## src/rtl/demux_pkg.sv

```systemverilog
// Shared constants and slot state encoding for the registered 1-to-4 demux.
package demux_pkg;
  localparam int NUM_CH   = 4;
  localparam int CH_IDX_W = 2;

  typedef enum logic {
    SLOT_EMPTY = 1'b0,
    SLOT_FULL  = 1'b1
  } slot_state_e;
endpackage

```

## src/rtl/demux_slot.sv

```systemverilog
// One-entry holding slot: load -> out_valid one cycle later; load while draining refills with no bubble.
module demux_slot
  import demux_pkg::*;
#(
  parameter int n = 8
) (
  input  logic         clk,
  input  logic         reset,
  input  logic         load,
  input  logic [n-1:0] load_data,
  input  logic         out_ready,
  output logic         out_valid,
  output logic [n-1:0] out_data
);

  slot_state_e  state_q, state_d;
  logic [n-1:0] data_q, data_d;

  // Data only changes on load; it is left in place after a drain.
  always_comb begin
    state_d = state_q;
    data_d  = data_q;
    if (load) begin
      state_d = SLOT_FULL;
      data_d  = load_data;
    end else if (state_q == SLOT_FULL && out_ready) begin
      state_d = SLOT_EMPTY;
    end
  end

  always_ff @(posedge clk) begin
    if (reset) begin
      state_q <= SLOT_EMPTY;
      data_q  <= '0;
    end else begin
      state_q <= state_d;
      data_q  <= data_d;
    end
  end

  assign out_valid = (state_q == SLOT_FULL);
  assign out_data  = data_q;

endmodule

```

## src/rtl/nbit_1to4_demux_reg.sv

```systemverilog
// Registered 1-to-4 demux, latency 1; in_ready only drops when the selected slot is full and stalled.
// Optional per-channel saturating accept counters under DEMUX_STATS_EN.
module nbit_1to4_demux_reg
  import demux_pkg::*;
#(
  parameter int n     = 8,
  parameter int CNT_W = 16
) (
  input  logic             clk,
  input  logic             reset,
  input  logic             sel0,
  input  logic             sel1,
  input  logic             in_valid,
  output logic             in_ready,
  input  logic [n-1:0]     in_data,
  output logic [3:0]       out_valid,
  input  logic [3:0]       out_ready,
  output logic [n-1:0]     out_data0,
  output logic [n-1:0]     out_data1,
  output logic [n-1:0]     out_data2,
  output logic [n-1:0]     out_data3,
  input  logic [1:0]       stat_sel,
  output logic [CNT_W-1:0] stat_count
);

  logic [CH_IDX_W-1:0] ch_sel;
  logic [NUM_CH-1:0]   load;
  logic [n-1:0]        slot_data [NUM_CH];

  assign ch_sel   = {sel1, sel0};
  // A full slot that is draining this cycle can take a new word.
  assign in_ready = ~out_valid[ch_sel] | out_ready[ch_sel];

  always_comb begin
    load = '0;
    load[ch_sel] = in_valid & in_ready;
  end

  for (genvar k = 0; k < NUM_CH; k++) begin : g_slot
    demux_slot #(.n(n)) u_slot (
      .clk       (clk),
      .reset     (reset),
      .load      (load[k]),
      .load_data (in_data),
      .out_ready (out_ready[k]),
      .out_valid (out_valid[k]),
      .out_data  (slot_data[k])
    );
  end

  assign out_data0 = slot_data[0];
  assign out_data1 = slot_data[1];
  assign out_data2 = slot_data[2];
  assign out_data3 = slot_data[3];

`ifdef DEMUX_STATS_EN
  logic [CNT_W-1:0] cnt_q [NUM_CH];
  logic [CNT_W-1:0] cnt_d [NUM_CH];

  // Counters stick at all-ones rather than wrapping.
  always_comb begin
    for (int k = 0; k < NUM_CH; k++) begin
      cnt_d[k] = cnt_q[k];
      if (load[k] && (cnt_q[k] != {CNT_W{1'b1}}))
        cnt_d[k] = cnt_q[k] + 1'b1;
    end
  end

  always_ff @(posedge clk) begin
    for (int k = 0; k < NUM_CH; k++) begin
      if (reset) cnt_q[k] <= '0;
      else       cnt_q[k] <= cnt_d[k];
    end
  end

  assign stat_count = cnt_q[stat_sel];
`else
  logic unused_stat_sel;
  assign unused_stat_sel = ^stat_sel;
  assign stat_count      = '0;
`endif

endmodule

```

## config.mk

```make
export PLATFORM = sky130hd
export DESIGN_NAME = nbit_1to4_demux_reg
export DESIGN_NICKNAME = d
export VERILOG_FILES = /design/src/rtl/demux_pkg.sv /design/src/rtl/demux_slot.sv /design/src/rtl/nbit_1to4_demux_reg.sv
export SDC_FILE = /design/constraint.sdc
export NUM_CORES = 1
export LEC_CHECK = 0
export ABC_AREA = 1
export BUFFER_PORTS_ARGS = -buffer_cell sky130_fd_sc_hd__buf_2
export CORE_MARGIN = 10
export CORE_UTILIZATION = 45
export CTS_CLUSTER_DIAMETER = 100
export DETAILED_ROUTE_END_ITERATION = 8
export PLACE_DENSITY = 0.74
export SLEW_MARGIN = 20
export SYNTH_ARGS = -nofsm -noshare
export SYNTH_HDL_FRONTEND = slang
export SYNTH_SLANG_ARGS = --single-unit
```

## constraint.sdc

```tcl
create_clock -name clk -period 1.3 [get_ports clk]
set_clock_uncertainty 0.2 [all_clocks]
set_input_delay 0 -clock clk [delete_from_list [all_inputs] [get_ports clk]]
set_output_delay 0 -clock clk [all_outputs]
set_load 0.1 [all_outputs]
```

Yosys cells after proc, flatten, opt, wreduce, memory -nomap -nowiden
Cells that the tools add are included.
{"block": "word_totals", "word_cells": 37, "inputBits": 19, "register_bits": 36}
{"block": "op_classes", "bitwise": 4, "mux": 14, "n_reduce_logical": 9, "order_cmp": 2}
{"cell": "$mux W1", "count": 11}
{"cell": "$reduce_bool A2 Y1", "count": 4}
{"cell": "$logic_and A1 B1 Y1", "count": 5}
{"cell": "$and A4 B4 Y4", "count": 1}
{"cell": "$bmux W1 S2", "count": 2}
{"cell": "$lt A2 B3 Y1 const B", "count": 1}
{"cell": "$demux W1 S2", "count": 1}
{"cell": "$ge A2 B1 Y1 const B", "count": 1}
{"cell": "$and A1 B1 Y1", "count": 1}
{"cell": "$not A1 Y1", "count": 1}
{"cell": "$or A1 B1 Y1", "count": 1}

Depth between registers and ports, before layout
Gate-level depths: netlist of run 1.
{"block": "logic_depth", "depth_word": 7, "mapped_depth": 11}

By module
A second synthesis of run 1 with hierarchy kept.
{"block": "hier_totals", "hier_cells": 199, "area_unflattened_um2": 1473.9}
{"module": "demux_slot", "cells_per_inst": 38, "area_each_um2": 304.0, "n_inst": 4}
{"module": "nbit_1to4_demux_reg", "cells_per_inst": 47, "area_each_um2": 257.7, "n_inst": 1}

Least setup slack after synthesis of run 1
No wires, ideal clock.
{"block": "synth_timing", "path_type": "flip-flop to flip-flop", "startpoint": "reg, netlist name g_slot[0].u_slot.out_data[0]", "endpoint": "reg g_slot[0].u_slot.data_q[0]", "setup_time_ps": 64, "synth_period_minus_slack_ps": 1470, "setup_slack_ps": -170, "stages_incl_launch_ff": 5, "n_path_buf": 0, "arrival_time_ps": 1206, "cell_sequence": "dfxtp_1 > inv_1 > nand2_1 > inv_1 > nor2_1"}
{"element": "end signal: assignment", "line_no": "demux_slot.sv:37", "source": "data_q <= data_d;"}
{"element": "end: declaration", "line_no": "demux_slot.sv:17", "source": "logic [n-1:0] data_q, data_d;"}

Worst setup path after layout of run 1
{"block": "layout_timing", "startpoint": "reg g_slot[0].u_slot.state_q", "endpoint": "out in_ready"}
{"block": "layout_between", "elab_chain_len": 4}
{"element": "start: declaration", "line_no": "demux_slot.sv:16", "source": "slot_state_e state_q, state_d;"}
{"element": "start signal: assignment", "line_no": "demux_slot.sv:36", "source": "state_q <= state_d;"}
{"element": "$bmux W1 S2", "line_no": "nbit_1to4_demux_reg.sv:32", "source": "assign in_ready = ~out_valid[ch_sel] | out_ready[ch_sel];"}
{"element": "$mux W1 (implied by the code)", "line_no": "nbit_1to4_demux_reg.sv:32"}
{"element": "$not A1 Y1", "line_no": "nbit_1to4_demux_reg.sv:32"}
{"element": "$or A1 B1 Y1", "line_no": "nbit_1to4_demux_reg.sv:32"}
{"element": "end: declaration", "line_no": "nbit_1to4_demux_reg.sv:14", "source": "output logic in_ready,"}
No other way between the ends. The select of a mux whose other input is x is not followed.

==> flow_summary.yaml, run 1 <==
outcome:
  status: "complete, but fails checks"
  failed_checks: "setup timing"
yosys:
  yosys-top-cells-area: "dfxtp_1 (35%), nand2_1 (14%), inv_1 (14%), nand4_1 (9.7%), buf_4 (7.3%)"
  synth_common_cells: "nand2_1 (78), inv_1 (77), dfxtp_1 (36)"
  ys_seq_area_share_pct: 34.80
  ys_ff_latch: 36
  synthCells: 310
  yosysMostFrequentCell: "nand2_1"
  syn_area_um2: 2071
  synth_ff_type: "dfxtp_1"
  ys_warn_count: 0
  synth_top_area_share_pct: 34.80
  async_flop_share_pct: 0
  synth_edf_count: 0
  syn_area_per_cell_um2: 6.680
  yosys.cell_types.count: 21
  yosysTopAreaCell: "dfxtp_1"
detailed_routing:
  wire_per_inst_um: 13.65
  ant_nets: 0
  route.vias.total: 2036
  drt-total-wl_mm: 6.049
  drcViolationCount: 0
  viasPerCell: 4.596
  drt_pass1_iterations: 4
  first_iter_violations: 132
placement:
  port_buffers: 53
  dp_hpwl_mm: 3.905
  pre_cts_ws_ns: -0.1791
  gp_congestion: 0.8633
  place_area_um2: 2452
timing:
  fin_crit_ns: 1.519
  timing.final.crit_share_pct: 116.8
  finalHoldViolCount: 0
  rsz0062_at_grt: "yes"
  setup_viol: 37
  finalSetupTns_ns: -5.318
  fmax_mhz: 658.4
  drv_slew: 0
  timing.final.ws_setup_ns: -0.2187
clocking:
  cts_tree: "built"
  cts_made_buffers: 5
  cts_buffer_depth: 2
  clkSinkCount: 36
  htree_levels: 2
  cts_root_buffer: "clkbuf_8"
  clk_pin_slew_worst_paths_ns: 0.07
  insertion_delay_ns: 0.29
min_path:
  hold_class: "in -> reg"
worst_setup_path:
  startpoint_type: "register"
  arrival_ns: 1.32
  cp_num_buf_inv: 2
  cp_max_fo: 3
  cp_cell_sequence: "nand2_2 -> nand2_2 -> nand2_2 -> nand2_4 -> nand2_8 -> buf_6 -> buf_12"
  slowest_stage: "dfxtp_2"
  cp_top_family: "simple AND/OR/NAND/NOR gates"
  worst_path_largest_cell_delay_ns: 0.35
  cp_common_cell: "nand2_2"
  required_ns: 1.10
  setup.worst_path.end_class: "output port"
  crit_type: "reg -> out"
global_route:
  grt_pass1_vias: 2052
  antenna_found_initial: 0
  grt_pass1_wl_mm: 9.528
  overflow: 0
  grt_max_degree: 33
  track_usage_pct: 15.58
floorplan:
  core_area_um2: 4414
  die_area_um2: 7715
  die_x_um: 87.84
  die_height_um: 87.84
  initial_utilization_pct: 46.91
  io_pins: 72
  num_rows: 24
pwr:
  p_leak_uw: 0.001541
  ir_drop_mv: 0.6286
  powerDensity_nw_per_um2: 1094
finish:
  syn_to_final_growth_pct: 39.15
  n_antenna_cell: 0
  final_cell_area_um2: 2882
  nets: 410
  drive_gt1_share_pct: 37.85
run:
  drv_cap: 0
[layer usage]
metal	share of wire [%]	routed length, um	global-route usage (%)
met4	3.4	208	7.826
met5	0	0	0
met1	38	2313	16.05
met2	50	3034	26.92
met3	8.1	492	6.035
[sequential cells by signal (all words and copies together) (netlist names)]
name	count
g_slot.u_slot.out_valid	4
g_slot.u_slot.out_data	32
[power breakdown]
part	leakage [uW]	internal [uW]	switching [uW]
clock network	0.0000410	364	383
logic	0.00119	256	949
registers	0.000310	1170	28.1
[per-stage QoR]
step                hold slack (ns)  std cells  util [%]  total power, uW
floorplan                   -0.1309        325         -             2186
global placement            0.04648        412     55.56             2308
detailed placement          0.05665        412     55.56             2319
CTS                         0.01787        443     64.03             3137
global route                0.03027        443     65.28             3291
finish                      0.02850        443     65.28             3153
[cell families (layout without fill, tap and decap cells)]
group,after synthesis,in the layout,synth area share [%]
and+or+nand+nor,157,162,37.95
buffers and inverters,112,173,26.10
DFF,36,36,34.80
AOI/OAI and AO/OA,4,4,0.9668
other,1,16,0.1811
[final cells by class]
cell class / instances / area (um2)
multi-input cells: 182 / 1003
inverters: 80 / 302.8
well taps: 52 / 65.06
clock inverters: 1 / 5.005
fillers: 383 / 1533
repair buffers: 86 / 666.9
flip-flops and latches: 36 / 765.7
clock buffers: 6 / 72.57
[worst register-to-register path: stages (launching register included)]
cell     delay [ns]
dfxtp_2        0.34
nand2_2        0.09
nand2_2        0.05
nand2_2        0.09
nand2_4        0.08
nand2_8        0.09
buf_12         0.14
nand3_4        0.11
nand2_1        0.08
inv_1          0.03
nor2_1         0.11
[placed cells by master (no fill, tap or decap), drive strengths merged]
master / Yosys / layout
nand2: 82 / 83
inv: 80 / 80
buf: 29 / 71
dfxtp: 36 / 36
nor2: 36 / 36
nand4: 32 / 32
conb: 1 / 16
dlygate4sd3: 0 / 15
nand3: 7 / 11
clkbuf: 3 / 6
a21oi: 4 / 4
clkinv: 0 / 1
[timing repair]
action / in CTS / in global routing
endpoints found under the setup margin: 37 / 37
setup buffers: 4 / 0
hold buffers: 15 / 0
cloned: 5 / 0
endpoints found under the hold margin: 36 / 0
resized for setup: 11 / 15
pin swaps: 3 / 6
[worst paths after layout]
check,from,endpoint,slack (ns),cells past startpoint
max,g_slot[0].u_slot.out_valid,in_ready,-0.22,7
max reg2reg,g_slot[0].u_slot.out_valid,g_slot[0].u_slot.out_data[6],-0.18,10
min,in_valid,g_slot[2].u_slot.out_valid,0.03,4
min reg2reg,g_slot[1].u_slot.out_data[3],g_slot[1].u_slot.out_data[3],0.31,4
Note: power is estimated with default switching activity, not from simulation.
==> inputs of run 2 (changes only) <==
--- a/config.mk
+++ b/config.mk
@@ -12,7 +12,7 @@
 export CTS_CLUSTER_DIAMETER = 100
 export DETAILED_ROUTE_END_ITERATION = 8
 export PLACE_DENSITY = 0.74
-export SLEW_MARGIN = 20
+export RECOVER_POWER = 50
 export SYNTH_ARGS = -nofsm -noshare
 export SYNTH_HDL_FRONTEND = slang
 export SYNTH_SLANG_ARGS = --single-unit
==> flow_summary.yaml, run 2 (same netlist as run 1, synthesis figures left out) <==
outcome:
  status: "complete, but fails checks"
  failed_checks: "setup timing"
min_path:
  hold_class: "in -> reg"
floorplan:
  initial_utilization_pct: 46.91
  die_area_um2: 7715
  num_rows: 24
  io_pins: 72
  core_area_um2: 4414
  die_x_um: 87.84
  die_height_um: 87.84
worst_setup_path:
  cp_common_cell: "nand2_2"
  setup.worst_path.end_class: "output port"
  worst_path_largest_cell_delay_ns: 0.36
  cp_cell_sequence: "nand2_2 -> nand2_2 -> nand2_2 -> nand2_4 -> nand2_8 -> buf_6 -> buf_12"
  cp_num_buf_inv: 2
  startpoint_type: "register"
  crit_type: "reg -> out"
  required_ns: 1.10
  cp_max_fo: 3
  arrival_ns: 1.32
  cp_top_family: "simple AND/OR/NAND/NOR gates"
  slowest_stage: "dfxtp_2"
global_route:
  track_usage_pct: 15.58
  overflow: 0
  grt_pass1_vias: 2052
  antenna_found_initial: 0
  grt_pass1_wl_mm: 9.528
  grt_max_degree: 33
placement:
  place_area_um2: 2452
  dp_hpwl_mm: 3.905
  port_buffers: 53
  gp_congestion: 0.8633
pwr:
  finalPower_uw: 3135
  pwr-share-seq_pct: 38.2
  p_leak_uw: 0.001527
  switching_power_uw: 1356
  ir_drop_mv: 0.6262
  switching_share_pct: 43.26
  intPower_uw: 1779
  p_comb_share_pct: 38.1
  pwr-share-clk_pct: 23.8
  powerDensity_nw_per_um2: 1108
clocking:
  cts_root_buffer: "clkbuf_8"
  clk_pin_slew_worst_paths_ns: 0.06
  htree_levels: 2
  cts_tree: "built"
  insertion_delay_ns: 0.28
  clkSinkCount: 36
  cts_buffer_depth: 2
  cts_made_buffers: 5
finish:
  syn_to_final_growth_pct: 36.62
  final_cell_area_um2: 2829
  multi_input_area_um2: 1003
  largest_reg_flops: 32
  nets: 410
  n_antenna_cell: 0
  final_cell_mix: "inv_1 (76), nand2_1 (69), buf_2 (48)"
  seq_area_um2: 748.2
  final_common_cell: "inv_1"
  drive_gt1_share_pct: 34.27
  fillCellCount: 397
detailed_routing:
  viasPerCell: 4.607
  drt-total-wl_mm: 6.045
  wire_per_inst_um: 13.65
  first_iter_violations: 90
  drt_pass1_iterations: 4
  drcViolationCount: 0
  route.vias.total: 2041
  ant_nets: 0
timing:
  fmax_mhz: 658.6
  timing.final.ws_setup_ns: -0.2185
  fin_crit_ns: 1.518
  finalHoldViolCount: 0
  timing.final.crit_share_pct: 116.8
  rsz0062_at_grt: "yes"
  drv_slew: 0
  hold-worst-slack_ns: 0.03237
  setup_viol: 37
run:
  drv_cap: 0
-- run 2: cell count changes in the layout (fill, tap and decap cells not counted) --
cell,previous run,this run
dfxtp_1,0,14
dfxtp_2,36,22
buf_12,8,4
buf_6,1,3
buf_4,14,15
buf_8,0,1
-- run 2: area by class of cell --
type / instances / share of cell area, %
clock inverter: 1 / 0.1769
clock buffer: 6 / 2.565
timing repair buffer: 86 / 22.34
multi-input combinational: 182 / 35.47
sequential: 36 / 26.45
tap: 52 / 2.300
inverter: 80 / 10.70
-- run 2: worst paths after layout --
path	end	cells after the start	start	slack, ns
worst min-delay path	g_slot[2].u_slot.out_valid	4	in_valid	0.03
worst min register to register	g_slot[1].u_slot.out_data[3]	4	g_slot[1].u_slot.out_data[3]	0.31
worst max register to register	g_slot[0].u_slot.out_data[6]	10	g_slot[0].u_slot.out_valid	-0.18
worst max-delay path	in_ready	7	g_slot[0].u_slot.out_valid	-0.22
-- run 2: what timing repair did --
item	CTS	global route
hold buffers	15	0
gates cloned	5	0
endpoints found under the hold margin	36	0
buffers inserted	4	0
resized for setup	11	15
endpoints found under the setup margin	37	37
pin swaps	3	6
-- run 2: per-stage QoR --
stage               TNS (ns)  setup WS, ns  instances  utilization [%]
detailed placement    -4.804       -0.1791        412            55.56
finish                -5.193       -0.2185        443            64.09
CTS                   -3.544       -0.1627        443            64.03
floorplan            -0.5414      -0.06015        325                -
global placement      -3.764       -0.1278        412            55.56
global route          -7.448       -0.2553        443            64.09
-- run 2: power by group through the flow --
stage                     Combinational (uW)  Clock [uW]  Sequential, uW
after floorplan                          570           0            1620
after global placement                  1090           0            1220
after detailed placement                1100           0            1220
after CTS                               1180         761            1200
after global routing                    1260         812            1200
final                                   1190         746            1200
-- run 2: worst min-delay path: stages --
cell	delay [ns]
buf_2	0.13
buf_12	0.17
nand3_4	0.11
a21oi_2	0.05
-- run 2: routing by layer --
layer  vias to the layer above  track usage (%)  part of all wire, %
met2                        72            26.92                   51
met3                        17            6.035                  8.0
met5                         -                0                    0
met1                       902            16.05                   38
li1                       1050                -                    -
met4                         0            7.826                  3.2
